### src/rtl/ahb_uart_tx_streamer.sv
// AHB-Lite master that drains a byte FIFO into a memory-mapped UART:
// it programs the divider, polls CTRL until not busy, then writes DATA.
module ahb_uart_tx_streamer #(
  parameter logic [31:0] BASE_ADDR  = 32'hbf40_0000,
  parameter logic [31:0] DIV_RESET  = 32'h0000_0002,
  parameter int          FIFO_DEPTH = 8,
  parameter int          POLL_GAP   = 4,
  parameter int          BUSY_BIT   = 0
) (
  input  logic        HCLK,
  input  logic        HRESETn,
  output logic [31:0] HADDR,
  output logic [2:0]  HBURST,
  output logic        HMASTLOCK,
  output logic [3:0]  HPROT,
  output logic [2:0]  HSIZE,
  output logic [1:0]  HTRANS,
  output logic [31:0] HWDATA,
  output logic        HWRITE,
  input  logic [31:0] HRDATA,
  input  logic        HREADY,
  input  logic        HRESP,
  input  logic        in_valid,
  input  logic [7:0]  in_data,
  output logic        in_ready,
  input  logic        cfg_load,
  input  logic [31:0] cfg_div,
  input  logic        err_clr,
  output logic        err_flag,
  output logic [15:0] sent_count,
  output logic        idle
);

  localparam int AW = $clog2(FIFO_DEPTH);
  localparam int GW = (POLL_GAP > 1) ? $clog2(POLL_GAP) : 1;
  localparam logic [GW-1:0] GAP_LAST = GW'(POLL_GAP > 0 ? POLL_GAP - 1 : 0);
  localparam logic [1:0]  TR_IDLE   = 2'b00;
  localparam logic [1:0]  TR_NONSEQ = 2'b10;
  localparam logic [31:0] ADDR_DATA = BASE_ADDR;
  localparam logic [31:0] ADDR_CTRL = BASE_ADDR + 32'd4;
  localparam logic [31:0] ADDR_DVDR = BASE_ADDR + 32'd8;

  typedef enum logic [2:0] {
    S_CFG_A, S_CFG_D, S_WAIT, S_POLL_A, S_POLL_D, S_GAP, S_WR_A, S_WR_D
  } state_t;

  state_t          state;
  logic [1:0]      rst_sync;
  logic [7:0]      mem [FIFO_DEPTH];
  logic [AW:0]     wr_ptr, rd_ptr;
  logic            full, empty, push, pop;
  logic [31:0]     pending_div;
  logic            cfg_pending;
  logic [7:0]      wr_byte, head_byte;
  logic            have_byte;
  logic [GW-1:0]   gap_cnt;
  logic            addr_accept, data_done, cfg_accept;
  logic            unused_rdata;

  assign HBURST    = 3'b000;
  assign HMASTLOCK = 1'b0;
  assign HPROT     = 4'b0011;
  assign HSIZE     = 3'b010;

  assign full  = (wr_ptr[AW] != rd_ptr[AW]) && (wr_ptr[AW-1:0] == rd_ptr[AW-1:0]);
  assign empty = (wr_ptr == rd_ptr);
  assign in_ready = rst_sync[1] && !full;
  assign push  = in_valid && in_ready;

  assign addr_accept = (HTRANS == TR_NONSEQ) && HREADY;
  assign data_done   = HREADY && ((state == S_CFG_D) || (state == S_POLL_D) || (state == S_WR_D));
  assign cfg_accept  = (state == S_CFG_A) && addr_accept;
  // A byte is popped only once; an error retry reuses the latched copy.
  assign pop       = (state == S_WR_A) && addr_accept && !have_byte;
  assign head_byte = have_byte ? wr_byte : mem[rd_ptr[AW-1:0]];
  assign idle      = (state == S_WAIT) && empty && !cfg_pending;
  assign unused_rdata = ^HRDATA;

  always_ff @(posedge HCLK or negedge HRESETn) begin
    if (!HRESETn) rst_sync <= 2'b00;
    else          rst_sync <= {rst_sync[0], 1'b1};
  end

  always_ff @(posedge HCLK) begin
    if (push) mem[wr_ptr[AW-1:0]] <= in_data;
  end

  always_ff @(posedge HCLK or negedge HRESETn) begin
    if (!HRESETn) begin
      wr_ptr <= '0;
      rd_ptr <= '0;
    end else begin
      if (push) wr_ptr <= wr_ptr + (AW+1)'(1);
      if (pop)  rd_ptr <= rd_ptr + (AW+1)'(1);
    end
  end

  // A new cfg_load always wins over clearing the request it replaces.
  always_ff @(posedge HCLK or negedge HRESETn) begin
    if (!HRESETn) begin
      pending_div <= DIV_RESET;
      cfg_pending <= 1'b1;
    end else if (cfg_load) begin
      pending_div <= cfg_div;
      cfg_pending <= 1'b1;
    end else if (cfg_accept) begin
      cfg_pending <= 1'b0;
    end
  end

  always_ff @(posedge HCLK or negedge HRESETn) begin
    if (!HRESETn)                err_flag <= 1'b0;
    else if (data_done && HRESP) err_flag <= 1'b1;
    else if (err_clr)            err_flag <= 1'b0;
  end

  always_ff @(posedge HCLK or negedge HRESETn) begin
    if (!HRESETn) begin
      state      <= S_CFG_A;
      HTRANS     <= TR_IDLE;
      HADDR      <= 32'h0;
      HWRITE     <= 1'b0;
      HWDATA     <= 32'h0;
      wr_byte    <= 8'h0;
      have_byte  <= 1'b0;
      gap_cnt    <= '0;
      sent_count <= 16'h0;
    end else begin
      case (state)
        S_CFG_A: begin
          if (HTRANS == TR_IDLE) begin
            HTRANS <= TR_NONSEQ;
            HADDR  <= ADDR_DVDR;
            HWRITE <= 1'b1;
          end else if (HREADY) begin
            HTRANS <= TR_IDLE;
            HWDATA <= pending_div;
            state  <= S_CFG_D;
          end
        end
        S_CFG_D: begin
          if (HREADY) state <= HRESP ? S_CFG_A : S_WAIT;
        end
        S_WAIT: begin
          if (cfg_pending) begin
            state  <= S_CFG_A;
            HTRANS <= TR_NONSEQ;
            HADDR  <= ADDR_DVDR;
            HWRITE <= 1'b1;
          end else if (!empty) begin
            state  <= S_POLL_A;
            HTRANS <= TR_NONSEQ;
            HADDR  <= ADDR_CTRL;
            HWRITE <= 1'b0;
          end
        end
        S_POLL_A: begin
          if (HTRANS == TR_IDLE) begin
            HTRANS <= TR_NONSEQ;
            HADDR  <= ADDR_CTRL;
            HWRITE <= 1'b0;
          end else if (HREADY) begin
            HTRANS <= TR_IDLE;
            HWDATA <= 32'h0;
            state  <= S_POLL_D;
          end
        end
        S_POLL_D: begin
          if (HREADY) begin
            if (HRESP) begin
              state <= S_POLL_A;
            end else if (HRDATA[BUSY_BIT]) begin
              if (POLL_GAP == 0) begin
                state  <= S_POLL_A;
                HTRANS <= TR_NONSEQ;
                HADDR  <= ADDR_CTRL;
                HWRITE <= 1'b0;
              end else begin
                state   <= S_GAP;
                gap_cnt <= '0;
              end
            end else begin
              state  <= S_WR_A;
              HTRANS <= TR_NONSEQ;
              HADDR  <= ADDR_DATA;
              HWRITE <= 1'b1;
            end
          end
        end
        S_GAP: begin
          if (gap_cnt == GAP_LAST) begin
            state  <= S_POLL_A;
            HTRANS <= TR_NONSEQ;
            HADDR  <= ADDR_CTRL;
            HWRITE <= 1'b0;
          end else begin
            gap_cnt <= gap_cnt + GW'(1);
          end
        end
        S_WR_A: begin
          if (HTRANS == TR_IDLE) begin
            HTRANS <= TR_NONSEQ;
            HADDR  <= ADDR_DATA;
            HWRITE <= 1'b1;
          end else if (HREADY) begin
            HTRANS    <= TR_IDLE;
            HWDATA    <= {24'h0, head_byte};
            wr_byte   <= head_byte;
            have_byte <= 1'b1;
            state     <= S_WR_D;
          end
        end
        S_WR_D: begin
          if (HREADY) begin
            if (HRESP) begin
              state <= S_WR_A;
            end else begin
              have_byte  <= 1'b0;
              sent_count <= sent_count + 16'd1;
              state      <= S_WAIT;
            end
          end
        end
        default: state <= S_WAIT;
      endcase
    end
  end

endmodule
### config.mk
export PLATFORM = sky130hd
export DESIGN_NAME = ahb_uart_tx_streamer
export DESIGN_NICKNAME = d
export VERILOG_FILES = /design/src/rtl/ahb_uart_tx_streamer.sv
export SDC_FILE = /design/constraint.sdc
export NUM_CORES = 1
export LEC_CHECK = 0
export CAP_MARGIN = 20
export CORE_MARGIN = 2
export CORE_UTILIZATION = 37
export CTS_BUF_LIST = sky130_fd_sc_hd__clkbuf_16
export DETAILED_ROUTE_END_ITERATION = 10
export PLACE_DENSITY = 0.69
export SYNTH_ARGS = -nofsm -noshare
export SYNTH_HDL_FRONTEND = slang
export SYNTH_SLANG_ARGS = --single-unit
export TNS_END_PERCENT = 1
### constraint.sdc
create_clock -name HCLK -period 6.25 [get_ports HCLK]
set_clock_uncertainty 0.1 [all_clocks]
set_input_delay 0.9375 -clock HCLK [delete_from_list [all_inputs] [get_ports HCLK]]
set_output_delay 0.9375 -clock HCLK [all_outputs]
set_load 0.1 [all_outputs]
# Yosys cells after proc, flatten, opt, wreduce, memory -nomap -nowiden
# Memory sizes are Yosys's and may differ from the RTL's.
# Index checks and enable logic that the tools add are counted.
[word_totals] regBits=141 mem_bits_rw=64 input_bits=79 out_inout_bits=97 memories=1
[mem_list] name="mem" depth=8 word_bits=8 read_ports=1 rd_clocked_by_memory_dff=0 wr=1 line="49" text="logic [7:0] mem [FIFO_DEPTH];"
[op_classes] addsub=4 n_eq_ne=33 n_mux=69 bitwise=2 reduce_logical=37
[ops] operator="$mux 32" n=15
[ops] operator="$pmux 32 s6" n=1
[ops] operator="$pmux 32 s3" n=1
[ops] operator="$mux 3" n=14
[ops] operator="$ne 2x2->1 const B" n=16
[ops] operator="$mux 2" n=14
[ops] operator="$pmux 3 s8" n=1
[ops] operator="$mux 1" n=18
[ops] operator="$add 16x1->16 const B" n=1
[ops] operator="$reduce_and 7->1" n=2
[ops] operator="$eq 3x3->1 const B" n=4
[ops] operator="$logic_and 1x1->1" n=11
[ops] operator="$reduce_and 11->1" n=1
[ops] operator="$reduce_and 5->1" n=2
[ops] operator="$reduce_and 9->1" n=1
[ops] operator="$add 4x1->4 const B" n=2
[ops] operator="$mux 8" n=1
[ops] operator="$pmux 2 s4" n=1
[ops] operator="$reduce_and 8->1" n=1
[ops] operator="$reduce_bool 2->1" n=4
[ops] operator="$eq 3x2->1 const B" n=2
[ops] operator="$ne 2x1->1 const B" n=3
[ops] operator="$reduce_and 3->1" n=2
[ops] operator="$reduce_bool 6->1" n=1
[ops] operator="21 further kinds" n=26

# Logic depth before layout (Yosys ltp)
[depth] depth_word=7 ltp_mapped=8

# Worst setup path after synthesis
# Ideal clock, no wire load.
[synth_timing] kind="reg2reg" startpoint="register rd_ptr[0]" endpoint="memory mem[0][0] (enable)" setup_ps=395 arrival_ps=3825 required_time_ps=5755 setup_slack_ps=1930 path_stages_with_launch=6 cell_sequence="dfrtp_1 > buf_6 > xnor2_1 > a41oi_1 > nand2_1 > nor4_1"
[synth_between] elab_chain_len=7
[synth_lines] element="from (decl)" line="50" text="logic [AW:0] wr_ptr, rd_ptr;"
[synth_lines] element="from (signal assigned)" line="94" text="if (pop) rd_ptr <= rd_ptr + (AW+1)'(1);"
[synth_lines] element="$eq 3x3->1" line="65" text="assign full = (wr_ptr[AW] != rd_ptr[AW]) && (wr_ptr[AW-1:0] == rd_ptr[AW-1:0]);"
[synth_lines] element="$logic_and 1x1->1" line="65"
[synth_lines] element="$logic_not 1->1" line="67" text="assign in_ready = rst_sync[1] && !full;"
[synth_lines] element="$logic_and 1x1->1" line="67"
[synth_lines] element="via in_ready" line="25" text="output logic in_ready,"
[synth_lines] element="$logic_and 1x1->1" line="68" text="assign push = in_valid && in_ready;"
[synth_lines] element="$mux 1" line="85" text="if (push) mem[wr_ptr[AW-1:0]] <= in_data;"
[synth_lines] element="$mux 1 (not written as such)" line="85"
[synth_lines] element="to (decl)" line="49"
# The timed path passes the listed nets, and every way through them passes these cells.

# Worst setup path in the final report
[layout_timing] startpoint="register state[0]" endpoint="output idle"
[layout_between] elab_chain_len=3
[layout_lines] element="from (decl)" line="47" text="state_t state;"
[layout_lines] element="from (signal assigned)" line="142" text="if (HREADY) state <= HRESP ? S_CFG_A : S_WAIT;"
[layout_lines] element="$eq 3x2->1" line="76" text="assign idle = (state == S_WAIT) && empty && !cfg_pending;"
[layout_lines] element="$logic_and 1x1->1 (2 in series)" line="76"
[layout_lines] element="to (decl)" line="31" text="output logic idle"
# No other way between the ends.

==> results.yml <==
outcome:
  status: "finished clean"
synthesis:
  yosys_most_used_dff: "dfrtp_1"
  ys_async_sr_fraction: 0.634
  synth_edf_count: 64
  yosys.area_share.simple: 0.107
  synth_compound_area_frac: 0.0494
  syn_area_um2: 7580
  yosysUniqueCellTypes: 53
  synth.area.mux_share: 0.120
  synth_top_family_by_area: "multiplexers"
  synth_area_leaders: "dfrtp_1 36%, edfxtp_1 25%, mux2_2 5.9%"
  yosysTopAreaCell: "dfrtp_1"
  yosysMostFrequentCell: "dfrtp_1"
  yosys-top-cells-count: "109 x dfrtp_1, 65 x nand2_1, 64 x edfxtp_1"
  synth_fa_ha_area_frac: 0.00792
  synth_warnings: 0
  seq_area_frac_synth: 0.620
  syn_inst: 568
  synth_top_area_share: 0.360
  synth-seq-cells: 175
  synthXorXnorAreaFrac: 0.0312
  avgSynthCellArea_um2: 13.3
critical_path:
  ff2ff_path_depth: 4
  rrSetupSlack_ns: 3.33
  crit_type: "reg2out"
  cp_data_arrival_time_ns: 3.20
  path_cells: "or2_2 > nor4_1 > and2_1 > clkdlybuf4s50_1"
  rr_startpoint: "rd_ptr[1]$_DFFE_PN0P_"
  path_buf_inv: 1
  crit_path_start_kind: "flip-flop"
  cp_slowest_cell: "clkdlybuf4s50_1"
  required_ns: 5.21
  cp-end-kind: "output port"
  cpPeakStageDelay_ns: 1.13
  critPathTopFamily: "buffers and inverters"
  r2r-end: "mem[5][7]$_DFFE_PP_"
  crit_fanout: 22
global_route:
  antenna_found_initial: 1
  grt_pass1_wl_mm: 24.5
  grt_usage: 0.144
  grt_pass1_vias: 4519
  grt_max_degree: 68
  grt.overflow.total: 0
final_layout:
  nNetsFinal: 753
  drive_above_1_share: 0.157
  antenna_cells: 0
  area_delta_synth_final_pct: 24.0
drt:
  drt-total-wl_mm: 15.0
  vias: 4570
  drc: 0
  wl_per_cell_um: 15.7
  dr.first_iter.drc_count: 236
  drtPass1Iterations: 5
  viasPerCell: 4.80
  ant_nets: 0
timing:
  maxSlewViolCount: 0
  period_minus_slack_ns: 4.23
  whs_ns: 0.257
  grt_setup_unrepaired: "false"
  fin_crit_sh: 0.677
  max_clock_freq_mhz: 236
  hold_viol_final: 0
  fin_setup_tns_ns: 0
  setup_viol: 0
  max_slew_margin: 0.321
  worst_pin_slew_ns: 1.02
cts:
  hold_buffers: 0
  numCtsBuffers: 17
  cts.sinks: 175
  cts_resized: 0
  htree_levels: 4
  clk_pin_slew_worst_paths_ns: 0.06
  clock_latency_ns: 0.42
  cts_buffer_depth: 2
  cts_tree: "built"
  root_buffer: "clkbuf_16"
  post_cts_buffers: 0
power:
  ir_worst_vdd_mv: 0.212
  powerDensity_nw_per_um2: 490
  leakage_nw: 3.76
place:
  gp_congestion: 0.809
  numPortBuffers: 110
  dp_hpwl_mm: 9.63
floorplan:
  pin_count: 176
  die_area_um2: 21600
  die_y_um: 147
  start_util: 0.376
  rows: 52
  fp.coreArea_um2: 20200
  die_x_um: 147
hold_path:
  hold_depth: 0
  hp-class: "reg2reg"
  holdPathEnd: "rst_sync[1]$_DFF_PN0_"
  min_from: "rst_sync[0]$_DFF_PN0_"
run:
  drv_cap: 0
## cells in the final DEF, fill, tap and decap left out, drive strengths merged, types with 8 or more instances in the layout
| cell | instances |
|---|---|
| dfrtp | 109 |
| clkdlybuf4s50 | 109 |
| nand2 | 66 |
| edfxtp | 64 |
| mux2 | 40 |
| nand3 | 35 |
| conb | 35 |
| nor2 | 20 |
| clkbuf | 18 |
| inv | 18 |
| xnor2 | 17 |
| mux4 | 16 |
| a21oi | 14 |
| xor2 | 10 |
| buf | 10 |
| nor2b | 10 |
| nor3 | 9 |
| mux2i | 8 |
| a221o | 8 |
## final cells by class
cell class | count | area [um2]
Timing Repair Buffer | 119 | 1170
Multi-Input combinational cell | 348 | 2530
Fill cell | 1809 | 10800
Sequential cell | 175 | 4700
Inverter | 9 | 33.8
Clock inverter | 14 | 171
Tap cell | 270 | 338
Clock buffer | 18 | 450
## metrics by stage
stage / cells / total power [mW] / setup slack [ns] / utilization / cell area (um2)
5_1_grt: 953 / 4.83 / 1.86 / 0.466 / 9390
3_3_place_gp: 921 / 3.50 / 2.45 / 0.435 / 8770
3_5_place_dp: 921 / 3.53 / 2.45 / 0.435 / 8770
6_report: 953 / 4.61 / 2.02 / 0.466 / 9390
4_1_cts: 953 / 4.65 / 1.98 / 0.466 / 9390
2_1_floorplan: 601 / 3.10 / 1.93 / - / 7700
## routing by layer
metal | wire, um | track usage
met1 | 6790 | 0.195
met2 | 7060 | 0.227
met3 | 915 | 0.0379
met4 | 214 | 0.0490
met5 | 13 | 0
## how the worst max path moves through the flow
stage,cells past startpoint,from,end
2_1_floorplan,5,rd_ptr[0]$_DFFE_PN0P_,mem[0][0]$_DFFE_PP_
3_3_place_gp,4,state[0]$_DFFE_PN0P_,idle
3_5_place_dp,4,state[0]$_DFFE_PN0P_,idle
4_1_cts,4,state[0]$_DFFE_PN0P_,idle
5_1_grt,4,state[0]$_DFFE_PN0P_,idle
6_report,4,state[0]$_DFFE_PN0P_,idle
## kinds of logic after synthesis
| group | Yosys count |
|---|---|
| DFF | 175 |
| and+or+nand+nor | 167 |
| buffers and inverters | 78 |
| muxes | 64 |
| AOI/OAI and AO/OA | 50 |
| xor gates and xnor gates | 27 |
| adders and majority gates | 5 |
| other | 2 |
## flip-flops by register name (all words and copies together) (netlist names), 2 cells and up
| signal | count |
|---|---|
| rd_ptr | 4 |
| state | 3 |
| HADDR | 3 |
| gap_cnt | 2 |
| mem | 64 |
| sent_count | 16 |
| pending_div | 32 |
| HWDATA | 32 |
| wr_ptr | 4 |
| wr_byte | 8 |
| rst_sync | 2 |
## power by group
part | switching (mW) | internal, mW | total [mW]
Sequential | 0.189 | 1.42 | 1.61
Clock | 0.452 | 0.659 | 1.11
Combinational | 1.37 | 0.511 | 1.89
(Power assumes the default switching activity.)
